--- src/rtl/ascon_perm_iter.sv ---
// Iterative ASCON permutation: one full round per clock, with R = min(rounds_i, 12).
// Valid/ready load and unload handshakes around an IDLE/RUN/DONE controller.
module ascon_perm_iter (
    input  logic         clk,
    input  logic         rst,
    input  logic         in_valid_i,
    output logic         in_ready_o,
    input  logic [319:0] S_i,
    input  logic [3:0]   rounds_i,
    output logic         out_valid_o,
    input  logic         out_ready_i,
    output logic [319:0] S_o,
    output logic         busy_o
);

    typedef enum logic [1:0] {IDLE, RUN, DONE} state_t;

    state_t        state;
    logic [319:0]  s_q;
    logic [319:0]  s_round;
    logic [3:0]    cnt_q;
    logic [3:0]    r_q;
    logic [3:0]    r_eff;
    logic [3:0]    cnt_next;
    logic [3:0]    idx;
    logic [7:0]    rc;
    logic [63:0]   x0, x1, x2, x3, x4;
    logic [63:0]   b0, b1, b2, b3, b4;
    logic [63:0]   c0, c1, c2, c3, c4;
    logic [63:0]   d0, d1, d2, d3, d4;

    function automatic logic [63:0] lin(input logic [63:0] v, input int unsigned a,
                                        input int unsigned b);
        logic [127:0] ra;
        logic [127:0] rb;
        ra = {v, v} >> a;
        rb = {v, v} >> b;
        return v ^ ra[63:0] ^ rb[63:0];
    endfunction

    assign r_eff    = (rounds_i > 4'd12) ? 4'd12 : rounds_i;
    assign cnt_next = cnt_q + 4'd1;
    // Constant index starts at 12-R so shortened permutations use the tail constants.
    assign idx      = 4'd12 - r_q + cnt_q;
    assign rc       = {4'd15 - idx, idx};

    always_comb begin
        x0 = s_q[319:256];
        x1 = s_q[255:192];
        x2 = s_q[191:128] ^ {56'd0, rc};
        x3 = s_q[127:64];
        x4 = s_q[63:0];

        b0 = x0 ^ x4;
        b1 = x1;
        b2 = x2 ^ x1;
        b3 = x3;
        b4 = x4 ^ x3;

        c0 = b0 ^ (~b1 & b2);
        c1 = b1 ^ (~b2 & b3);
        c2 = b2 ^ (~b3 & b4);
        c3 = b3 ^ (~b4 & b0);
        c4 = b4 ^ (~b0 & b1);

        d0 = c0 ^ c4;
        d1 = c1 ^ c0;
        d2 = ~c2;
        d3 = c3 ^ c2;
        d4 = c4;

        s_round = {lin(d0, 19, 28), lin(d1, 61, 39), lin(d2, 1, 6),
                   lin(d3, 10, 17), lin(d4, 7, 41)};
    end

    always_ff @(posedge clk or posedge rst) begin
        if (rst) begin
            state       <= IDLE;
            s_q         <= '0;
            cnt_q       <= '0;
            r_q         <= '0;
            in_ready_o  <= 1'b1;
            out_valid_o <= 1'b0;
            busy_o      <= 1'b0;
        end else begin
            case (state)
                IDLE: begin
                    if (in_valid_i) begin
                        s_q        <= S_i;
                        cnt_q      <= '0;
                        r_q        <= r_eff;
                        in_ready_o <= 1'b0;
                        if (r_eff == 4'd0) begin
                            state       <= DONE;
                            out_valid_o <= 1'b1;
                        end else begin
                            state  <= RUN;
                            busy_o <= 1'b1;
                        end
                    end
                end
                RUN: begin
                    s_q   <= s_round;
                    cnt_q <= cnt_next;
                    if (cnt_next == r_q) begin
                        state       <= DONE;
                        busy_o      <= 1'b0;
                        out_valid_o <= 1'b1;
                    end
                end
                DONE: begin
                    if (out_ready_i) begin
                        state       <= IDLE;
                        out_valid_o <= 1'b0;
                        in_ready_o  <= 1'b1;
                    end
                end
                default: begin
                    state       <= IDLE;
                    in_ready_o  <= 1'b1;
                    out_valid_o <= 1'b0;
                    busy_o      <= 1'b0;
                end
            endcase
        end
    end

    assign S_o = s_q;

endmodule

--- config.mk ---
export PLATFORM = sky130hd
export DESIGN_NAME = ascon_perm_iter
export DESIGN_NICKNAME = d
export VERILOG_FILES = /design/src/rtl/ascon_perm_iter.sv
export SDC_FILE = /design/constraint.sdc
export NUM_CORES = 2
export LEC_CHECK = 0
export BUFFER_PORTS_ARGS = -buffer_cell sky130_fd_sc_hd__buf_4
export CAP_MARGIN = 15
export CORE_AREA = 2 2 251 253
export CTS_CLUSTER_SIZE = 28
export DETAILED_ROUTE_END_ITERATION = 6
export DIE_AREA = 0 0 253 255
export PLACE_DENSITY = 0.74
export REMOVE_ABC_BUFFERS = 1
export SYNTH_ARGS = -nofsm -noshare
export SYNTH_HDL_FRONTEND = slang
export SYNTH_SLANG_ARGS = --single-unit
export TNS_END_PERCENT = 10
--- constraint.sdc ---
create_clock -name clk -period 11.5 [get_ports clk]
set_clock_uncertainty 0.2 [all_clocks]
set_input_delay 0.575 -clock clk [delete_from_list [all_inputs] [get_ports clk]]
set_output_delay 0.575 -clock clk [all_outputs]
set_load 0.01 [all_outputs]
[Yosys cells after proc, flatten, opt, wreduce, memory -nomap -nowiden]
Index checks and enable logic that the tools add are counted.
Cells by class
  $add $sub $neg: 4
  magnitude comparators: 1
  equality and inequality tests: 8
  muxes and demuxes: 22
  bitwise gates (word level): 35
  reduce and logical (&&, ||, !) cells: 9
Operators by type and width (number)
  64-bit bitwise XOR: 21
  320-bit case mux with 2 select lines: 1
  64-bit inverter: 6
  64-bit bitwise AND: 5
  320-bit 2-to-1 mux: 1
  64-bit by 8-bit bitwise XOR with 64-bit output: 1
  2-bit inequality test (second input constant): 5
  1-bit 2-to-1 mux: 9
  1-bit case mux with 3 select lines: 3
  2-bit 2-to-1 mux: 4
  4-bit 2-to-1 mux: 2
  4-bit case mux with 2 select lines: 1
  4-bit AND reduction: 2
  4-bit subtractor (first input constant): 2
  2-bit case mux with 3 select lines: 1
  3-bit AND reduction: 2
  4-bit by 1-bit adder with 4-bit output (second input constant): 1
  4-bit adder: 1
  4-bit == test: 1
  4-bit > comparator (second input constant): 1
  4-bit logical NOT: 1
  2-bit AND reduction: 2
  2-bit by 1-bit == test with 1-bit output (second input constant): 1
  2-bit == test (second input constant): 1
  other kinds (3): 4
Word-level totals
  bits in registers: 333
  output and inout port bits: 323
  logic and storage cells: 86

[Depth between registers and ports, before layout]
  depth after elaboration: 12
  mapped depth: 15

[Worst setup path before layout]
OpenSTA, ideal clock, no wires.
  kind: register -> register
  start point: register cnt_q[1]
  end point: register s_q[71], in the netlist S_o[71]
  setup time: 0.133 ns
  arrival time: 3.247 ns
  data required time: 11.167 ns
  path slack: 7.920 ns
  stages on the path, launching flop included: 13
  path buffers: 0
  clock period less this slack: 3.580 ns
  path through: dfrtp_1 ha_1 ha_1 fa_1 xnor2_1 xnor3_1 inv_1 ha_1 xnor2_1 xnor2_2 xnor3_1 nor2_1 o22ai_1
Between the ends
  longest elaborated chain between the ends: 9
Ends and longest elaborated chain
  start: declaration: line 21  | logic [3:0] cnt_q;
  start signal: assignment: line 104  | cnt_q <= cnt_next;
  4-bit adder: line 44  | assign idx = 4'd12 - r_q + cnt_q;
  4-bit subtractor: line 45  | assign rc = {4'd15 - idx, idx};
  64-bit by 8-bit bitwise XOR with 64-bit output: line 50  | x2 = s_q[191:128] ^ {56'd0, rc};
  64-bit bitwise XOR: line 56  | b2 = x2 ^ x1;
  64-bit bitwise XOR: line 62  | c2 = b2 ^ (~b3 & b4);
  64-bit bitwise XOR: line 69  | d3 = c3 ^ c2;
  64-bit bitwise XOR (2 in a row): line 38  | return v ^ ra[63:0] ^ rb[63:0];
  320-bit case mux with 2 select lines: line 86  | case (state)
  end signal: assignment: line 89  | s_q <= S_i;
  end signal: assignment: line 103  | s_q <= s_round;
  end: declaration: line 19  | logic [319:0] s_q;
No other way between the ends.
A chain may end at the register's enable or synchronous reset.

[Worst setup path in the final report]
  start point: register cnt_q[1]
  end point: register s_q[66], in the netlist S_o[66]
Between the ends
  longest elaborated chain between the ends: 8
Ends and longest elaborated chain (line)
  4-bit adder: 44
  64-bit by 8-bit bitwise XOR with 64-bit output: 50
  64-bit bitwise XOR: 56
  64-bit bitwise XOR: 62
  64-bit bitwise XOR: 69
  64-bit bitwise XOR (2 in a row): 38
  320-bit case mux with 2 select lines: 86
No other way between the ends.

==> run summary <==
Among all flip-flop cells after synthesis, the most frequent one is sky130_fd_sc_hd__dfrtp_1. The register clock-pin slew on the reported worst setup and hold paths came out at 0.07 ns. The critical path in this run is classified as reg -> reg. For this run, the detailed router's first-pass iteration total came to 6. The endpoint identified for the worst register-to-register timing path is S_o[66]. The TritonCTS clock tree is built.

The placer congestion estimate is around 1.0. Yosys mapped a number of flops with a built-in enable equal to 0. The buffer cell driving the clock tree root is sky130_fd_sc_hd__clkbuf_16. The part of the cycle the worst path needs is 39.54%.

The count of unresolved DRC violations after routing is 0. The most critical setup path has its endpoint at S_o[66]. Traced cell by cell, the critical path runs through ha_1 -> ha_1 -> fa_1 -> xor2_1 -> ha_1 -> xor2_1 -> xor2_1 -> xnor2_1 -> xnor2_1 -> o21ai_0. Data on the critical path is required at its endpoint by ~12 ns. STA puts the critical path data arrival time at roughly 4.8 ns. The largest total area in the synthesized netlist belongs to sky130_fd_sc_hd__dfrtp_1. The initial standard-cell utilization of the core came out at 49.33%.

Averaged over all synthesized cells, the footprint is approximately 9.5 um^2. The via count of the first global-routing pass came out at between 20000 and 30000. The origin of the critical flop-to-flop path is cnt_q[1]. The die extent in x came out at ~250 um. The number of standard cells after synthesis is about 3200.

The post-place instance area came out at around 36000 um^2. The slowest stage of the critical path belongs to the cell sky130_fd_sc_hd__xor2_1. Pin placement for this block handled approximately 650 I/O pins. The min-delay analysis places its worst path in the category in -> reg. The normalized max-slew margin came out at 10.66%. In the final timing run, aggregate negative setup slack is 0 ns.

Of the cells placed in the final design, the portion with a size suffix greater than 1 is a little under a quarter. The number of setup violations in the final report is 0. The combined area of the multi-input logic cells came out at around 21000 um^2.

The final critical-path required period is 4.547 ns. The number of inserted filler cells in the final layout is approximately 5400. The insertion delay to the later sink of the worst-skew pair came out at ~0.6 ns.

The number of input and output port buffers inserted is 650. The area growth from synthesis to layout is 23.07%. The overall fraction of global-route tracks in use is roughly 44%. After layout, the worst setup slack is 6.953 ns.

The number of cells on the critical path is 10. The die outline area came out at about 65000 um^2. The critical path's largest stage delay came out at roughly 0.77 ns. After clock tree synthesis, the flow added hold-fix buffers numbering 1. In this run the worst path has a maximum fanout of 4.

The transition at the pin with the smallest max-transition slack came out at between 1 and 1.5 ns. The vias after detailed routing came out at roughly 28000. The number of endpoints with negative hold slack in the final report came out at 0. The proportion of netlist area held by the largest area contributor came out at 27.09%. The flip-flop and latch area came out at about 8300 um^2. The initial antenna violation count is 4. The total of cells resized after clock tree synthesis is 0.

STA classifies the critical path startpoint as a register. The number of buffers and inverters on the critical path is 0. The number of nets in the final layout is ~4300.

The sequential-to-total area share from yosys stat came out at around 27%. The number of buffers inserted to repair setup after CTS came out at 0. The async set-reset flop share out of synthesis is 100.0%. After the first detailed-routing iteration, the DRC count stood at 3586. The flow ran to the end, and the final reports show no timing, DRC or antenna violations.

The worst reg-to-reg path cell count came out at 10. The launching element of the worst setup path is cnt_q[1]. The total number of H-tree levels came out at 2.

The remaining antenna violation count came out at 0. In the final routed layout, each cell accounts on average for around 31 um. The worst setup path is captured at a register. The setup slack of the worst register-to-register path came out at 6.95 ns. Setup repair after global routing left no endpoint under its margin. The number of rows in the core area came out at just over 90. The total detailed-routing wirelength is between 100000 and 150000 um. Based on the critical path, the design can be clocked at up to approximately 220 MHz.

The die extent in y is around 260 um. The vias per cell came out at around 6. After global routing the overflow that remains totals 0. The final hold slack is about 0.022 ns. During synthesis, Yosys emitted a total of 0 warnings. The worst-case setup slack after placement came out at around 7.1 ns. The unique cell type count in the Yosys netlist came out at 45.

The number of pins exceeding their max-slew limit in the final report is 0. By area the synthesized netlist is led by sky130_fd_sc_hd__dfrtp_1, sky130_fd_sc_hd__xnor2_1, sky130_fd_sc_hd__xnor3_1, sky130_fd_sc_hd__xor2_1, sky130_fd_sc_hd__a21oi_1. The HPWL after detailed placement is approximately 120000 um. The number of buffers created by CTS came out at 42. The flip-flop and latch count after synthesis came out at roughly 330. The core footprint is a little over 60000 um^2. The first global-routing pass estimated between 150000 and 200000 um of wire. The count of clock tree sinks came out at around 330. Grouping stages by cell kind, the critical path spends the most delay in XOR/XNOR gates. The maximum number of pins on one net before global-route repair came out at 192. After synthesis the cells add up to 30670 um^2. The max-cap violation count is 0.

The number of buffers on the longest clock path is 3. The area of all placed cells without fillers is approximately 38000 um^2.
[synth_stat cells (2+ instances only)]
cell type                    n
sky130_fd_sc_hd__a21oi_2     2
sky130_fd_sc_hd__buf_2      46
sky130_fd_sc_hd__o21a_1     20
sky130_fd_sc_hd__o21ai_1     3
sky130_fd_sc_hd__xnor3_1   140
sky130_fd_sc_hd__ha_1      133
sky130_fd_sc_hd__and3_1     18
sky130_fd_sc_hd__o22a_1     25
sky130_fd_sc_hd__xor2_2     80
sky130_fd_sc_hd__o21ai_0    81
sky130_fd_sc_hd__mux2i_4     2
sky130_fd_sc_hd__xor2_1    219
sky130_fd_sc_hd__a211oi_1   53
sky130_fd_sc_hd__xnor2_1   543
sky130_fd_sc_hd__nand3_1     5
sky130_fd_sc_hd__o22ai_1    54
sky130_fd_sc_hd__maj3_1     52
sky130_fd_sc_hd__nor2b_1     2
sky130_fd_sc_hd__xnor2_2    40
sky130_fd_sc_hd__nor3_1      2
sky130_fd_sc_hd__nand2_1   327
sky130_fd_sc_hd__mux2_2      2
sky130_fd_sc_hd__a21oi_1   370
sky130_fd_sc_hd__xor3_1      2
sky130_fd_sc_hd__dfrtp_1   332
sky130_fd_sc_hd__clkbuf_1   80
sky130_fd_sc_hd__maj3_2      5
sky130_fd_sc_hd__inv_1     193
sky130_fd_sc_hd__a22oi_1    57
sky130_fd_sc_hd__nor2_1    232
sky130_fd_sc_hd__a31oi_1    10
sky130_fd_sc_hd__mux2i_1    60
sky130_fd_sc_hd__o31ai_1     2
sky130_fd_sc_hd__and2_1      3
sky130_fd_sc_hd__buf_1      18
[sequential cells by signal (all words and copies together) (netlist names)]
signal / cells
in_ready_o: 1
busy_o: 1
out_valid_o: 1
cnt_q: 4
r_q: 4
state: 2
S_o: 320
[worst min-delay path, delay by kind of cell]
| family | cells | cell delay, ns |
|---|---|---|
| compound gates | 2 | 0.12 |
| buf+inv | 1 | 0.08 |
[how the worst min path moves through the flow]
stage          slack, ns  depth (start not counted)    start       to
2_1_floorplan       0.27                          2   r_q[0]   r_q[0]
3_3_place_gp        0.29                          2   r_q[0]   r_q[0]
3_5_place_dp        0.30                          2   r_q[0]   r_q[0]
4_1_cts            0.008                          3  S_i[87]  S_o[87]
5_1_grt             0.03                          3  S_i[87]  S_o[87]
6_report            0.02                          3  S_i[87]  S_o[87]
[metal layers]
metal / vias up / track usage, % / wire length [um]
li1: 11874 / - / -
met1: 13625 / 55.96 / 53860
met2: 1914 / 67.35 / 63870
met3: 427 / 11.37 / 16770
met4: 4 / 28.05 / 10670
met5: - / 0 / 22
[final cells by class]
class	count	share of cell area, %
flip-flops and latches	333	22.08
repair buffers	689	13.81
multi-input cells	2552	55.76
clock inverters	8	0.1857
inverters	194	1.949
well taps	799	2.649
clock buffers	67	3.547
diodes	2	0.01326
[cell families after synthesis]
kind of cell	Yosys count	synth area share, %
simple gates	592	7.503
mux	64	2.179
flops	333	27.18
buf+inv	338	4.325
compound gates	680	12.80
xor+xnor	1025	38.65
fa+ha+maj	191	7.373
[through the flow]
stage / utilization, % / instances
global placement: 58.40 / 4564
floorplan: - / 3079
finish: 60.72 / 4644
global route: 60.72 / 4644
CTS: 60.68 / 4640
detailed placement: 58.40 / 4564
[cell usage in the layout, fill, tap and decap left out, drive strengths merged, types with 3 or more instances in the layout]
master,Yosys,final
xnor3,140,140
dfrtp,332,332
a31oi,10,10
a21oi,372,372
clkinv,1,6
xor3,3,3
clkbuf,80,67
nor2,233,233
a211oi,53,53
and3,18,18
nand3,5,5
nand2,328,328
xor2,299,299
xnor2,583,583
o21a,20,20
maj3,57,57
inv,193,193
and2,3,3
mux2i,62,62
o22ai,54,54
o22a,25,25
ha,133,133
a22oi,57,57
o21ai,84,84
buf,64,688
Power is not shown: default switching activity piles up to over one toggle a cycle in this logic, so the estimate is an artifact.
